==> src/rtl/bloco_defuzzificador.sv <==
// Interval type-2 output stage: Nie-Tan type reduction plus centroid defuzzification.
// A serial 3-term multiply-accumulate feeds an 8-step restoring divider; fixed 12-cycle latency.
module bloco_defuzzificador #(
  parameter logic [7:0] C1      = 8'd32,
  parameter logic [7:0] C2      = 8'd128,
  parameter logic [7:0] C3      = 8'd223,
  parameter logic [7:0] DEFAULT = 8'd128
) (
  input  logic       clk,
  input  logic       RESET,
  input  logic       EN_SCLK,
  input  logic       start,
  input  logic [7:0] f1_UP,
  input  logic [7:0] f1_LOW,
  input  logic [7:0] f2_UP,
  input  logic [7:0] f2_LOW,
  input  logic [7:0] f3_UP,
  input  logic [7:0] f3_LOW,
  output logic       busy,
  output logic       done,
  output logic       erro_zero,
  output logic [7:0] saida_crisp
);

  typedef enum logic [1:0] {S_IDLE, S_ACC, S_DIV, S_DONE} state_t;

  state_t          r_state;
  logic [2:0][7:0] r_low;
  logic [2:0][7:0] r_up;
  logic [18:0]     r_num;
  logic [10:0]     r_den;
  logic [10:0]     r_rem;
  logic [7:0]      r_quo;
  logic [2:0]      r_cnt;

  logic [7:0]  w_low;
  logic [7:0]  w_up;
  logic [7:0]  w_c;
  logic [8:0]  w_sum;
  logic [16:0] w_prod;
  logic [10:0] w_rem_cur;
  logic [11:0] w_trial;
  logic        w_ge;
  logic [10:0] w_diff;

  // r_cnt is the term index during ACC and the quotient bit index during DIV
  always_comb begin
    w_low = '0;
    w_up  = '0;
    w_c   = '0;
    case (r_cnt)
      3'd0:    begin w_low = r_low[0]; w_up = r_up[0]; w_c = C1; end
      3'd1:    begin w_low = r_low[1]; w_up = r_up[1]; w_c = C2; end
      3'd2:    begin w_low = r_low[2]; w_up = r_up[2]; w_c = C3; end
      default: begin w_low = '0; w_up = '0; w_c = '0; end
    endcase
  end

  assign w_sum  = {1'b0, w_low} + {1'b0, w_up};
  assign w_prod = {9'd0, w_c} * {8'd0, w_sum};

  // First DIV step seeds the remainder from the top of num; it is already below den.
  assign w_rem_cur = (r_cnt == 3'd7) ? r_num[18:8] : r_rem;
  assign w_trial   = {w_rem_cur, r_num[r_cnt]};
  assign w_ge      = (w_trial >= {1'b0, r_den});
  // True difference is below den, so the 11-bit wrap is exact
  assign w_diff    = w_trial[10:0] - r_den;

  always_ff @(posedge clk or negedge RESET) begin
    if (!RESET) begin
      r_state     <= S_IDLE;
      r_low       <= '0;
      r_up        <= '0;
      r_num       <= '0;
      r_den       <= '0;
      r_rem       <= '0;
      r_quo       <= '0;
      r_cnt       <= '0;
      busy        <= 1'b0;
      done        <= 1'b0;
      erro_zero   <= 1'b0;
      saida_crisp <= 8'd0;
    end else if (EN_SCLK) begin
      done <= 1'b0;
      case (r_state)
        S_IDLE: begin
          if (start) begin
            r_low   <= {f3_LOW, f2_LOW, f1_LOW};
            r_up    <= {f3_UP, f2_UP, f1_UP};
            r_num   <= '0;
            r_den   <= '0;
            r_cnt   <= 3'd0;
            busy    <= 1'b1;
            r_state <= S_ACC;
          end
        end
        S_ACC: begin
          r_den <= r_den + {2'b00, w_sum};
          r_num <= r_num + {2'b00, w_prod};
          if (r_cnt == 3'd2) begin
            r_cnt   <= 3'd7;
            r_state <= S_DIV;
          end else begin
            r_cnt <= r_cnt + 3'd1;
          end
        end
        S_DIV: begin
          // Zero denominator still spends the full 8 cycles to keep latency fixed
          if (r_den != 11'd0) begin
            r_rem <= w_ge ? w_diff : w_trial[10:0];
            r_quo <= {r_quo[6:0], w_ge};
          end
          if (r_cnt == 3'd0) r_state <= S_DONE;
          else               r_cnt   <= r_cnt - 3'd1;
        end
        S_DONE: begin
          saida_crisp <= (r_den == 11'd0) ? DEFAULT : r_quo;
          erro_zero   <= (r_den == 11'd0);
          done        <= 1'b1;
          busy        <= 1'b0;
          r_state     <= S_IDLE;
        end
        default: begin
          busy    <= 1'b0;
          r_state <= S_IDLE;
        end
      endcase
    end
  end

endmodule

==> config.mk <==
export PLATFORM = sky130hd
export DESIGN_NAME = bloco_defuzzificador
export DESIGN_NICKNAME = d
export VERILOG_FILES = /design/src/rtl/bloco_defuzzificador.sv
export SDC_FILE = /design/constraint.sdc
export NUM_CORES = 1
export LEC_CHECK = 0
export BUFFER_PORTS_ARGS = -buffer_cell sky130_fd_sc_hd__buf_2
export CORE_MARGIN = 5
export CORE_UTILIZATION = 25
export DETAILED_ROUTE_END_ITERATION = 8
export PLACE_DENSITY_LB_ADDON = 0.08
export SLEW_MARGIN = 20
export SYNTH_ARGS = -nofsm -noshare
export SYNTH_HDL_FRONTEND = slang
export SYNTH_SLANG_ARGS = --single-unit
==> constraint.sdc <==
create_clock -name clk -period 9.2 [get_ports clk]
set_input_delay 0.92 -clock clk [delete_from_list [all_inputs] [get_ports clk]]
set_output_delay 0.92 -clock clk [all_outputs]
set_load 0.05 [all_outputs]
Word-level counts from Yosys, hierarchy flattened
Cells that the tools add are included.
{ "op_classes": {"n_reduce_logical": 14, "bitwise": 0, "div": 0, "mul": 1, "mux": 23, "n_eq_ne": 10, "magnitude_cmp": 2, "n_addsub": 6, "shift": 0} }
{ "op_table": {"columns": ["op", "count"], "rows": [
  ["8-bit case mux with 3 select lines", 3],
  ["19-bit case mux with 2 select lines", 1],
  ["11-bit two-way mux", 3],
  ["11-bit case mux with 2 select lines", 1],
  ["19-bit by 17-bit adder with 19-bit output", 1],
  ["19-bit two-way mux", 1],
  ["8-bit by 9-bit multiplier with 17-bit output", 1],
  ["12-bit by 11-bit >= comparator with 1-bit output", 1],
  ["3-bit AND reduction", 4],
  ["11-bit by 9-bit adder with 11-bit output", 1],
  ["11-bit zero test", 1],
  ["11-bit nonzero test", 1],
  ["11-bit subtractor", 1],
  ["8-bit by 8-bit adder with 9-bit output", 1],
  ["3-bit two-way mux", 3],
  ["3-bit case mux with 3 select lines", 1],
  ["8-bit two-way mux", 1],
  ["2-bit inequality test, second input constant", 4],
  ["2-bit case mux with 4 select lines", 1],
  ["4-bit AND reduction", 2],
  ["3-bit by 6-bit < comparator with 1-bit output, second input constant", 1],
  ["2-bit two-way mux", 3],
  ["2-bit equality test, second input constant", 2],
  ["2-bit nonzero test", 2],
  ["other kinds (13)", 15]
]} }
{ "totals": {"romBits": 0, "memories": 0, "latchBits": 0, "ramBits": 0, "register_bits": 113, "out_inout_bits": 11, "word_cells": 72, "input_bits": 52} }

Longest topological paths before layout
Gate-level depths: netlist of the first run.
{ "logic_depth": {"ltp_word": 6, "mapped_depth": 32, "mapped_depth_nobuf": 31} }

Worst setup path before layout of the first run
OpenSTA, ideal clock, no wires.
{ "synth_path": {"path_kind": "register to register", "startpoint": "register r_cnt[0]", "endpoint": "register r_num[18]", "setup_ps": 126, "path_buffers": 2, "path_stages_with_launch": 33, "required_time_ps": 9074, "synth_period_minus_slack_ps": 6955, "path_slack_ps": 2245, "arrival_time_ps": 6829, "path_cell_list": "dfrtp_1 -> inv_1 -> ha_1 -> nor2b_1 -> clkbuf_1 -> clkbuf_1 -> a22oi_1 -> nand2_1 -> ha_1 -> inv_1 -> fa_1 -> nor2b_1 -> o31a_1 -> o32a_1 -> nand2_1 -> xnor2_2 -> and2_1 -> o21bai_1 -> ha_1 -> or2_2 -> ha_1 -> fa_1 -> inv_1 -> fa_1 -> inv_1 -> ha_1 -> a21oi_1 -> o21ai_0 -> or3_1 -> o221ai_2 -> xor2_1 -> and3_2 -> a311o_1"} }
{ "synth_via": {"elab_chain_len": 6, "elab_cells_between_ends": 10, "cone_classes": "add/sub (2); mul (1); eq/ne (2); mux (4); reduce/logical (1)"} }
{ "synth_rtl": {"columns": ["element", "line", "text"], "rows": [
  ["from (decl)", "34", "logic [2:0] r_cnt;"],
  ["from (signal assigned)", "104", "r_cnt <= r_cnt + 3'd1;"],
  ["from (signal assigned)", "114", "else r_cnt <= r_cnt - 3'd1;"],
  ["3-bit by 2-bit equality test with 1-bit output, or another cell as far along", "51", "case (r_cnt)"],
  ["8-bit case mux with 3 select lines", "51", null],
  ["8-bit by 8-bit adder with 9-bit output", "59", "assign w_sum = {1'b0, w_low} + {1'b0, w_up};"],
  ["8-bit by 9-bit multiplier with 17-bit output (*)", "60", "assign w_prod = {9'd0, w_c} * {8'd0, w_sum};"],
  ["19-bit by 17-bit adder with 19-bit output (*)", "99", "r_num <= r_num + {2'b00, w_prod};"],
  ["19-bit case mux with 2 select lines (*)", "85", "case (r_state)"],
  ["to (signal assigned)", "99", null],
  ["to (decl)", "30", "logic [18:0] r_num;"]
]} }
Mark *: on every way between the ends. The rest lies on a longest branch, timed or not.
A chain may end at the register's enable or synchronous reset.

Worst setup path in the final report of the first run
Ends and elaborated chain as after synthesis.

==> flow_summary.yaml, run 1 <==
logic_synthesis:
  synthTopCellsByArea: "dfrtp_1, ha_1, fa_1, mux2_2, inv_1"
  synth_ff_type: "dfrtp_1"
  ys_types: 61
  synthCells: 926
  async_flop_share_pct: 100
  seq_area_frac_synth_pct: 31.8
  synth_seq_cells: 113
  synth.net_count: 1115
  syn-cell-area_mm2: 0.00888
  ys_warn_count: 0
  synth-edff-count: 0
  yosysTopAreaCell: "dfrtp_1"
  avgSynthCellArea_um2: 9.59
  synth_top_area_share_pct: 31.8
drt:
  avgViaCountPerCell: 4.41
  vias: 6421
  drc: 0
  dr.pass1.iters: 4
  ant_nets: 0
  wire_per_inst_um: 16.8
  drt_first_iter_violations: 267
  wirelength_mm: 24.4
floorplanning:
  rows: 69
  die_y_um: 198
  num_io_pins: 63
  die_w_um: 198
  start_util_pct: 25.2
  die_area_mm2: 0.0394
  core_mm2: 0.0353
timing:
  fmax_ghz: 0.126
  rsz0062_at_grt: "false"
  finalHoldViolations: 0
  setup-violations-final: 0
  maxSlewViolCount: 0
  finalClockSkew_ps: 14.3
  min_period_ps: 7920
  final.period_utilization_pct: 86.0
  worst_pin_slew_ps: 937
  finalSetupTns_ps: 0
  slew_headroom_pct: 37.0
placed_design:
  portBuffers: 62
  placed_area_mm2: 0.00973
  place_congestion: 0.798
  hpwlAfterDp_mm: 19.1
clock_tree:
  cts_tree: "built"
  ctsHoldBuffers: 0
  cts_resized: 0
  cts_buffers: 17
  clk_pin_slew_ps: 60
  htreeDepth: 4
  clock-root-buffer: "clkbuf_16"
  clk_latency_ps: 430
  cts_buffer_depth: 2
  cts_setup_buffers: 0
  cts.sinks: 113
worst_setup_path:
  crit_path_top_delay_cell: "nor2b_2"
  cp_max_fo: 18
  arrival_ps: 8220
  end_kind: "register"
  cp_common_cell: "inv_1"
  max_stage_delay_ps: 690
  crit_buf_inv: 5
  critPathKind: "register to register"
  worst_setup_path_start_kind: "register"
  crit_required_ps: 9500
  path_delay_family: "adder cells"
global_routing:
  grt_pass1_wl_mm: 39.5
  grt_pass1_vias: 6828
  grt_max_degree: 66
  grt-ovfl-total: 0
  track_usage_pct: 12.9
  antenna_found_initial: 0
cells_and_area:
  seq_area_mm2: 0.00283
  fin_util_pct: 29.2
  multi_input_area_mm2: 0.00551
  final_layout_size_suffix_gt1_share_pct: 19.3
  fin_area_mm2: 0.0103
  final_nets: 1172
  fillers: 3752
  area_growth_pct: 16.2
  final_cell_mix: "inv_1, dfrtp_1, nand2_1"
  layout_commonest_cell: "inv_1"
  diodes: 0
hold_path:
  hold_class: "register to register"
run_status:
  status: "finished, final reports clean"
run:
  drv_cap: 0
-- registers in the layout, summed over array words and instances, names as in the netlist --
signal / flops
busy: 1
done: 1
erro_zero: 1
r_cnt: 3
r_den: 11
r_low: 24
r_num: 19
r_quo: 8
r_rem: 11
r_state: 2
r_up: 24
saida_crisp: 8
-- per-layer routing --
layer	GRT usage (%)	up-vias	share of wire, %
li1	-	3271	-
met1	18.0	3053	49
met2	20.6	81	47
met3	2.66	16	2.7
met4	3.29	0	1.3
met5	0	-	0
-- tightest hold or removal path, cell delays in order (launching register included) --
cell and delay, ps:
dfrtp_1 340, nand2_1 50, nand2_1 50
-- stage by stage --
step | hold slack [ps] | cells | worst slack (ps)
2_1_floorplan | 475 | 926 | 2240
4_1_cts | 465 | 1456 | 1180
3_3_place_gp | 450 | 1425 | 1380
3_5_place_dp | 452 | 1425 | 1170
5_1_grt | 504 | 1456 | 655
6_report | 464 | 1456 | 1280
-- final timing paths --
path / slack, ps / start / endpoint / depth (start not counted)
min in group asynchronous: 510 / RESET / r_num[14] / 1
max reg2reg: 1280 / r_cnt[0] / r_num[18] / 29
min: 460 / saida_crisp[7] / saida_crisp[7] / 2
max in group asynchronous: 7350 / RESET / r_low[11] / 2
min reg2reg: 460 / saida_crisp[7] / saida_crisp[7] / 2
max: 1280 / r_cnt[0] / r_num[18] / 29
-- final cells by class --
cell class                 count  area share, %
sequential                   113           27.4
clock inverter                10           1.31
clock buffer                  21           4.46
inverter                     117           4.26
tap                          461           5.59
timing repair buffer          70           3.61
multi-input combinational    664           53.4
-- kinds of logic after synthesis --
group	synth area share (%)
mux	9.59
buf+inv	6.34
flops	31.8
compound gates	13.4
simple gates	12.0
xor+xnor	3.44
fa+ha+maj	23.4
-- Yosys cell counts (all sizes together), types with 4 or more instances --
master  number
a211oi       6
a21o        13
a21oi       30
a22oi       17
a31oi       14
and2         9
buf         10
clkbuf      22
dfrtp      113
fa          48
ha          89
inv        116
mux2        69
nand2      105
nand2b      18
nand3       27
nor2        46
nor2b        9
o211ai       4
o21a         7
o21ai       56
o22ai        7
o31ai        6
or2          5
or3          4
xnor2       20
xor2        14
Power of run 1 is not shown: default switching activity piles up to over one toggle a cycle in this logic, so the estimate is an artifact.
==> run 2: changes to the inputs <==
--- a/config.mk
+++ b/config.mk
@@ -8,6 +8,7 @@
 export BUFFER_PORTS_ARGS = -buffer_cell sky130_fd_sc_hd__buf_2
 export CORE_MARGIN = 5
 export CORE_UTILIZATION = 25
+export CTS_BUF_LIST = sky130_fd_sc_hd__clkbuf_8
 export DETAILED_ROUTE_END_ITERATION = 8
 export PLACE_DENSITY_LB_ADDON = 0.08
 export SLEW_MARGIN = 20
==> flow_summary.yaml, run 2 (synthesis gave the netlist of run 1 again) <==
worst_setup_path:
  reg2reg_to: "r_num[16]"
  rrSetupSlack_ps: 1260
  worst_setup_path_start_kind: "register"
  crit_path_top_delay_cell: "nor2b_2"
  cp_max_fo: 18
  cp_common_cell: "inv_1"
  arrival_ps: 8310
  max_stage_delay_ps: 700
  worst-r2r-cell-count: 29
  crit_required_ps: 9570
  r2r-start: "r_cnt[0]"
  end_kind: "register"
  critPathKind: "register to register"
global_routing:
  track_usage_pct: 12.9
  antenna_found_initial: 0
  grt-ovfl-total: 0
  grt_max_degree: 66
  grt_pass1_vias: 6828
  grt_pass1_wl_mm: 39.4
clock_tree:
  clk_latency_ps: 470
  cts_tree: "built"
  htreeDepth: 4
  cts_setup_buffers: 0
  cts_buffer_depth: 2
  ctsHoldBuffers: 0
  cts_resized: 0
  cts_buffers: 17
  cts.sinks: 113
  clock-root-buffer: "clkbuf_8"
  clk_pin_slew_ps: 70
drt:
  avgViaCountPerCell: 4.41
  drt_first_iter_violations: 273
  drc: 0
  dr.pass1.iters: 5
  wirelength_mm: 24.4
  wire_per_inst_um: 16.8
  ant_nets: 0
  vias: 6422
placed_design:
  hpwlAfterDp_mm: 19.1
  dp.cells: 1425
  portBuffers: 62
  place_congestion: 0.798
cells_and_area:
  layout_commonest_cell: "inv_1"
  final_layout_size_suffix_gt1_share_pct: 19.3
  fillers: 3772
  final_nets: 1172
  diodes: 0
  top_regs: "r_low: 24 flops, r_up: 24 flops, r_num: 19 flops"
  area_growth_pct: 14.0
  stdcell_count: 1456
  final_cell_mix: "inv_1, dfrtp_1, nand2_1"
timing:
  setup-violations-final: 0
  finalSetupTns_ps: 0
  maxSlewViolCount: 0
  fmax_ghz: 0.126
  final.period_utilization_pct: 86.3
  finalClockSkew_ps: 18.1
  min_period_ps: 7940
  hold_slack_ps: 467
  rsz0062_at_grt: "false"
  finalHoldViolations: 0
  slew_headroom_pct: 37.9
  worst_pin_slew_ps: 924
floorplanning:
  die_y_um: 198
  die_area_mm2: 0.0394
  die_w_um: 198
  num_io_pins: 63
  start_util_pct: 25.2
  core_mm2: 0.0353
  rows: 69
run_status:
  status: "finished, final reports clean"
run:
  drv_cap: 0
hold_path:
  hold_class: "primary input to asynchronous set/reset pin"
run 2: cell count changes in the layout (fill, tap and decap cells not counted):
cell / change
clkbuf_1: -2
clkbuf_16: -17
clkbuf_8: +17
inv_1: +2
run 2: cell type report:
| type | count | area, um2 | area share, % |
|---|---|---|---|
| Sequential cell | 113 | 2830 | 27.9 |
| Multi-Input combinational cell | 664 | 5510 | 54.4 |
| Tap cell | 461 | 577 | 5.69 |
| Inverter | 117 | 439 | 4.34 |
| Timing Repair Buffer | 70 | 373 | 3.68 |
| Clock inverter | 12 | 143 | 1.41 |
| Clock buffer | 19 | 262 | 2.58 |
run 2: stage by stage:
step	instance area, um2	setup slack [ps]	util, %
3_3_place_gp	9730	1380	27.5
2_1_floorplan	8880	2240	-
6_report	10100	1260	28.7
5_1_grt	10100	657	28.7
3_5_place_dp	9730	1170	27.5
4_1_cts	10100	1180	28.7
run 2: worst max-delay path by stage:
stage             start  cells past startpoint         to
3_3_place_gp   r_cnt[0]                     29  r_num[18]
5_1_grt        r_cnt[0]                     29  r_num[16]
4_1_cts        r_cnt[0]                     29  r_num[18]
6_report       r_cnt[0]                     29  r_num[16]
3_5_place_dp   r_cnt[0]                     29  r_num[18]
2_1_floorplan  r_cnt[0]                     32  r_num[18]
run 2: critical path: cells and delay by family (launching register included):
| kind | cells | cell delay (ps) |
|---|---|---|
| AO/OA/AOI/OAI | 11 | 2370 |
| XOR/XNOR | 3 | 870 |
| adder cells (fa/ha/maj) | 7 | 2580 |
| buffers and inverters | 5 | 550 |
| flip-flops | 1 | 450 |
| AND/OR/NAND/NOR | 3 | 1040 |
run 2: metal layers:
layer  up-vias  global-route usage (%)  part of all wire [%]  routed length, um
li1       3269                       -                     -                  -
met1      3060                    18.1                    49              11900
met2        80                    20.5                    47              11400
met3        13                    2.51                   2.9                715
met4         0                    3.27                   1.2                303
met5         -                       0                     0                  0
Power of run 2 is left out for the same reason.
==> run 3: changes to the inputs <==
--- a/config.mk
+++ b/config.mk
@@ -5,12 +5,14 @@
 export SDC_FILE = /design/constraint.sdc
 export NUM_CORES = 1
 export LEC_CHECK = 0
+export ABC_AREA = 1
 export BUFFER_PORTS_ARGS = -buffer_cell sky130_fd_sc_hd__buf_2
 export CORE_MARGIN = 5
 export CORE_UTILIZATION = 25
 export CTS_BUF_LIST = sky130_fd_sc_hd__clkbuf_8
 export DETAILED_ROUTE_END_ITERATION = 8
 export PLACE_DENSITY_LB_ADDON = 0.08
+export SKIP_LAST_GASP = 1
 export SLEW_MARGIN = 20
 export SYNTH_ARGS = -nofsm -noshare
 export SYNTH_HDL_FRONTEND = slang
==> flow_summary.yaml, run 3 <==
logic_synthesis:
  avgSynthCellArea_um2: 7.28
  synth_ff_type: "dfrtp_1"
  async_flop_share_pct: 100
  seq_area_frac_synth_pct: 30.3
  ys_warn_count: 0
  synth_most_common_cell: "nand2_1"
  synth.net_count: 1471
  synth_top_area_share_pct: 30.3
  ys_types: 43
  synthTopCellsByArea: "dfrtp_1, nand2_1, ha_1, fa_1, inv_1"
  synth-edff-count: 0
  syn-cell-area_mm2: 0.00934
  synthCells: 1282
  ys_top_cells_by_count: "nand2_1, inv_1, dfrtp_1"
  yosysTopAreaCell: "dfrtp_1"
  synth_seq_cells: 113
drt:
  avgViaCountPerCell: 4.36
  wire_per_inst_um: 15.4
  wirelength_mm: 28.1
  dr.pass1.iters: 4
  vias: 7953
  drt_first_iter_violations: 361
  drc: 0
  ant_nets: 0
timing:
  finalClockSkew_ps: 16.1
  final.period_utilization_pct: 83.8
  fmax_ghz: 0.130
  slew_headroom_pct: 42.2
  min_period_ps: 7710
  rsz0062_at_grt: "false"
  finalHoldViolations: 0
  finalSetupTns_ps: 0
  maxSlewViolCount: 0
  worst_pin_slew_ps: 866
  setup-violations-final: 0
cells_and_area:
  multi_input_area_mm2: 0.00562
  diodes: 0
  top_regs: "r_low: 24 flops, r_up: 24 flops, r_num: 19 flops"
  area_growth_pct: 12.9
  seq_area_mm2: 0.00283
  final_layout_size_suffix_gt1_share_pct: 9.58
  layout_commonest_cell: "nand2_1"
  final_cell_mix: "nand2_1, inv_1, dfrtp_1"
  final_nets: 1533
  fillers: 4061
worst_setup_path:
  arrival_ps: 8080
  end_kind: "register"
  path_delay_family: "adder cells"
  cp_max_fo: 17
  critPathKind: "register to register"
  crit_required_ps: 9560
  cp_common_cell: "inv_1"
  max_stage_delay_ps: 600
  worst_setup_path_start_kind: "register"
  crit_buf_inv: 9
  crit_path_top_delay_cell: "a221oi_1"
floorplanning:
  core_mm2: 0.0367
  die_w_um: 203
  start_util_pct: 25.4
  die_area_mm2: 0.0413
  die_y_um: 203
  num_io_pins: 63
  rows: 70
clock_tree:
  htreeDepth: 4
  cts_tree: "built"
  clock-root-buffer: "clkbuf_8"
  clk_pin_slew_ps: 90
  ctsHoldBuffers: 0
  cts_resized: 0
  clk_latency_ps: 470
  cts.sinks: 113
  cts_setup_buffers: 0
  cts_buffer_depth: 2
  cts_buffers: 17
global_routing:
  grt_pass1_vias: 8345
  grt_max_degree: 62
  antenna_found_initial: 0
  grt-ovfl-total: 0
  grt_pass1_wl_mm: 46.3
  track_usage_pct: 14.2
placed_design:
  portBuffers: 62
  place_congestion: 0.804
  hpwlAfterDp_mm: 22.1
hold_path:
  hold_class: "register to register"
run_status:
  status: "finished, final reports clean"
run:
  drv_cap: 0
[run 3: changes by cell type after synthesis, sizes merged, moves of 12 or more]
cell | before | now
nand3 | 27 | 76
a21oi | 30 | 49
nand2 | 105 | 452
nor2 | 46 | 79
a31oi | 14 | 0
a22oi | 17 | 1
nand2b | 18 | 0
xnor2 | 20 | 2
inv | 116 | 207
a21o | 13 | 1
o21ai | 56 | 75
mux2 | 69 | 0
[run 3: cells by family after synthesis]
logic type	share of synthesized area, %
AO/OA/AOI/OAI	8.75
XOR/XNOR	0.751
flip-flops	30.3
adder cells (fa/ha/maj)	22.2
buffers and inverters	9.61
AND/OR/NAND/NOR	28.4
[run 3: area by class of cell]
cell class | instances | area share, %
Sequential cell | 113 | 26.8
Multi-Input combinational cell | 934 | 53.3
Inverter | 209 | 7.44
Tap cell | 468 | 5.56
Clock inverter | 15 | 1.16
Timing Repair Buffer | 69 | 3.47
Clock buffer | 17 | 2.22
[run 3: path summary, 6_finish.rpt]
| kind | slack, ps | endpoint | from | depth (start not counted) |
|---|---|---|---|---|
| worst max-delay path | 1490 | r_num[11] | r_cnt[0] | 30 |
| worst min-delay path | 480 | r_rem[0] | r_rem[0] | 2 |
| worst max register to register | 1490 | r_num[11] | r_cnt[0] | 30 |
| worst min register to register | 480 | r_rem[0] | r_rem[0] | 2 |
| max in group asynchronous | 7340 | r_num[16] | RESET | 2 |
| min in group asynchronous | 510 | r_up[12] | RESET | 1 |
[run 3: tightest hold or removal path: stages, from the launching register on]
cell     delay [ps]
dfrtp_1         340
nand2_1          50
nand2_1          50
[run 3: routing by layer]
layer	track usage [%]	wire length, um	share of wire (%)	up-vias
met3	2.37	701	2.5	18
li1	-	-	-	4132
met2	22.1	12500	44	97
met4	3.42	338	1.2	0
met5	0	0	0	-
met1	20.7	14600	52	3706
[run 3: per-stage QoR]
| stage | std cells | cell area [um2] | util (%) | hold slack (ps) | setup WS (ps) |
|---|---|---|---|---|---|
| after floorplan | 1282 | 9340 | - | 444 | 2850 |
| after global placement | 1793 | 10200 | 27.7 | 460 | 1610 |
| after detailed placement | 1793 | 10200 | 27.7 | 460 | 1400 |
| after CTS | 1825 | 10500 | 28.7 | 482 | 1360 |
| after global routing | 1825 | 10500 | 28.7 | 501 | 773 |
| final | 1825 | 10500 | 28.7 | 478 | 1490 |
Power of run 3 is left out for the same reason.
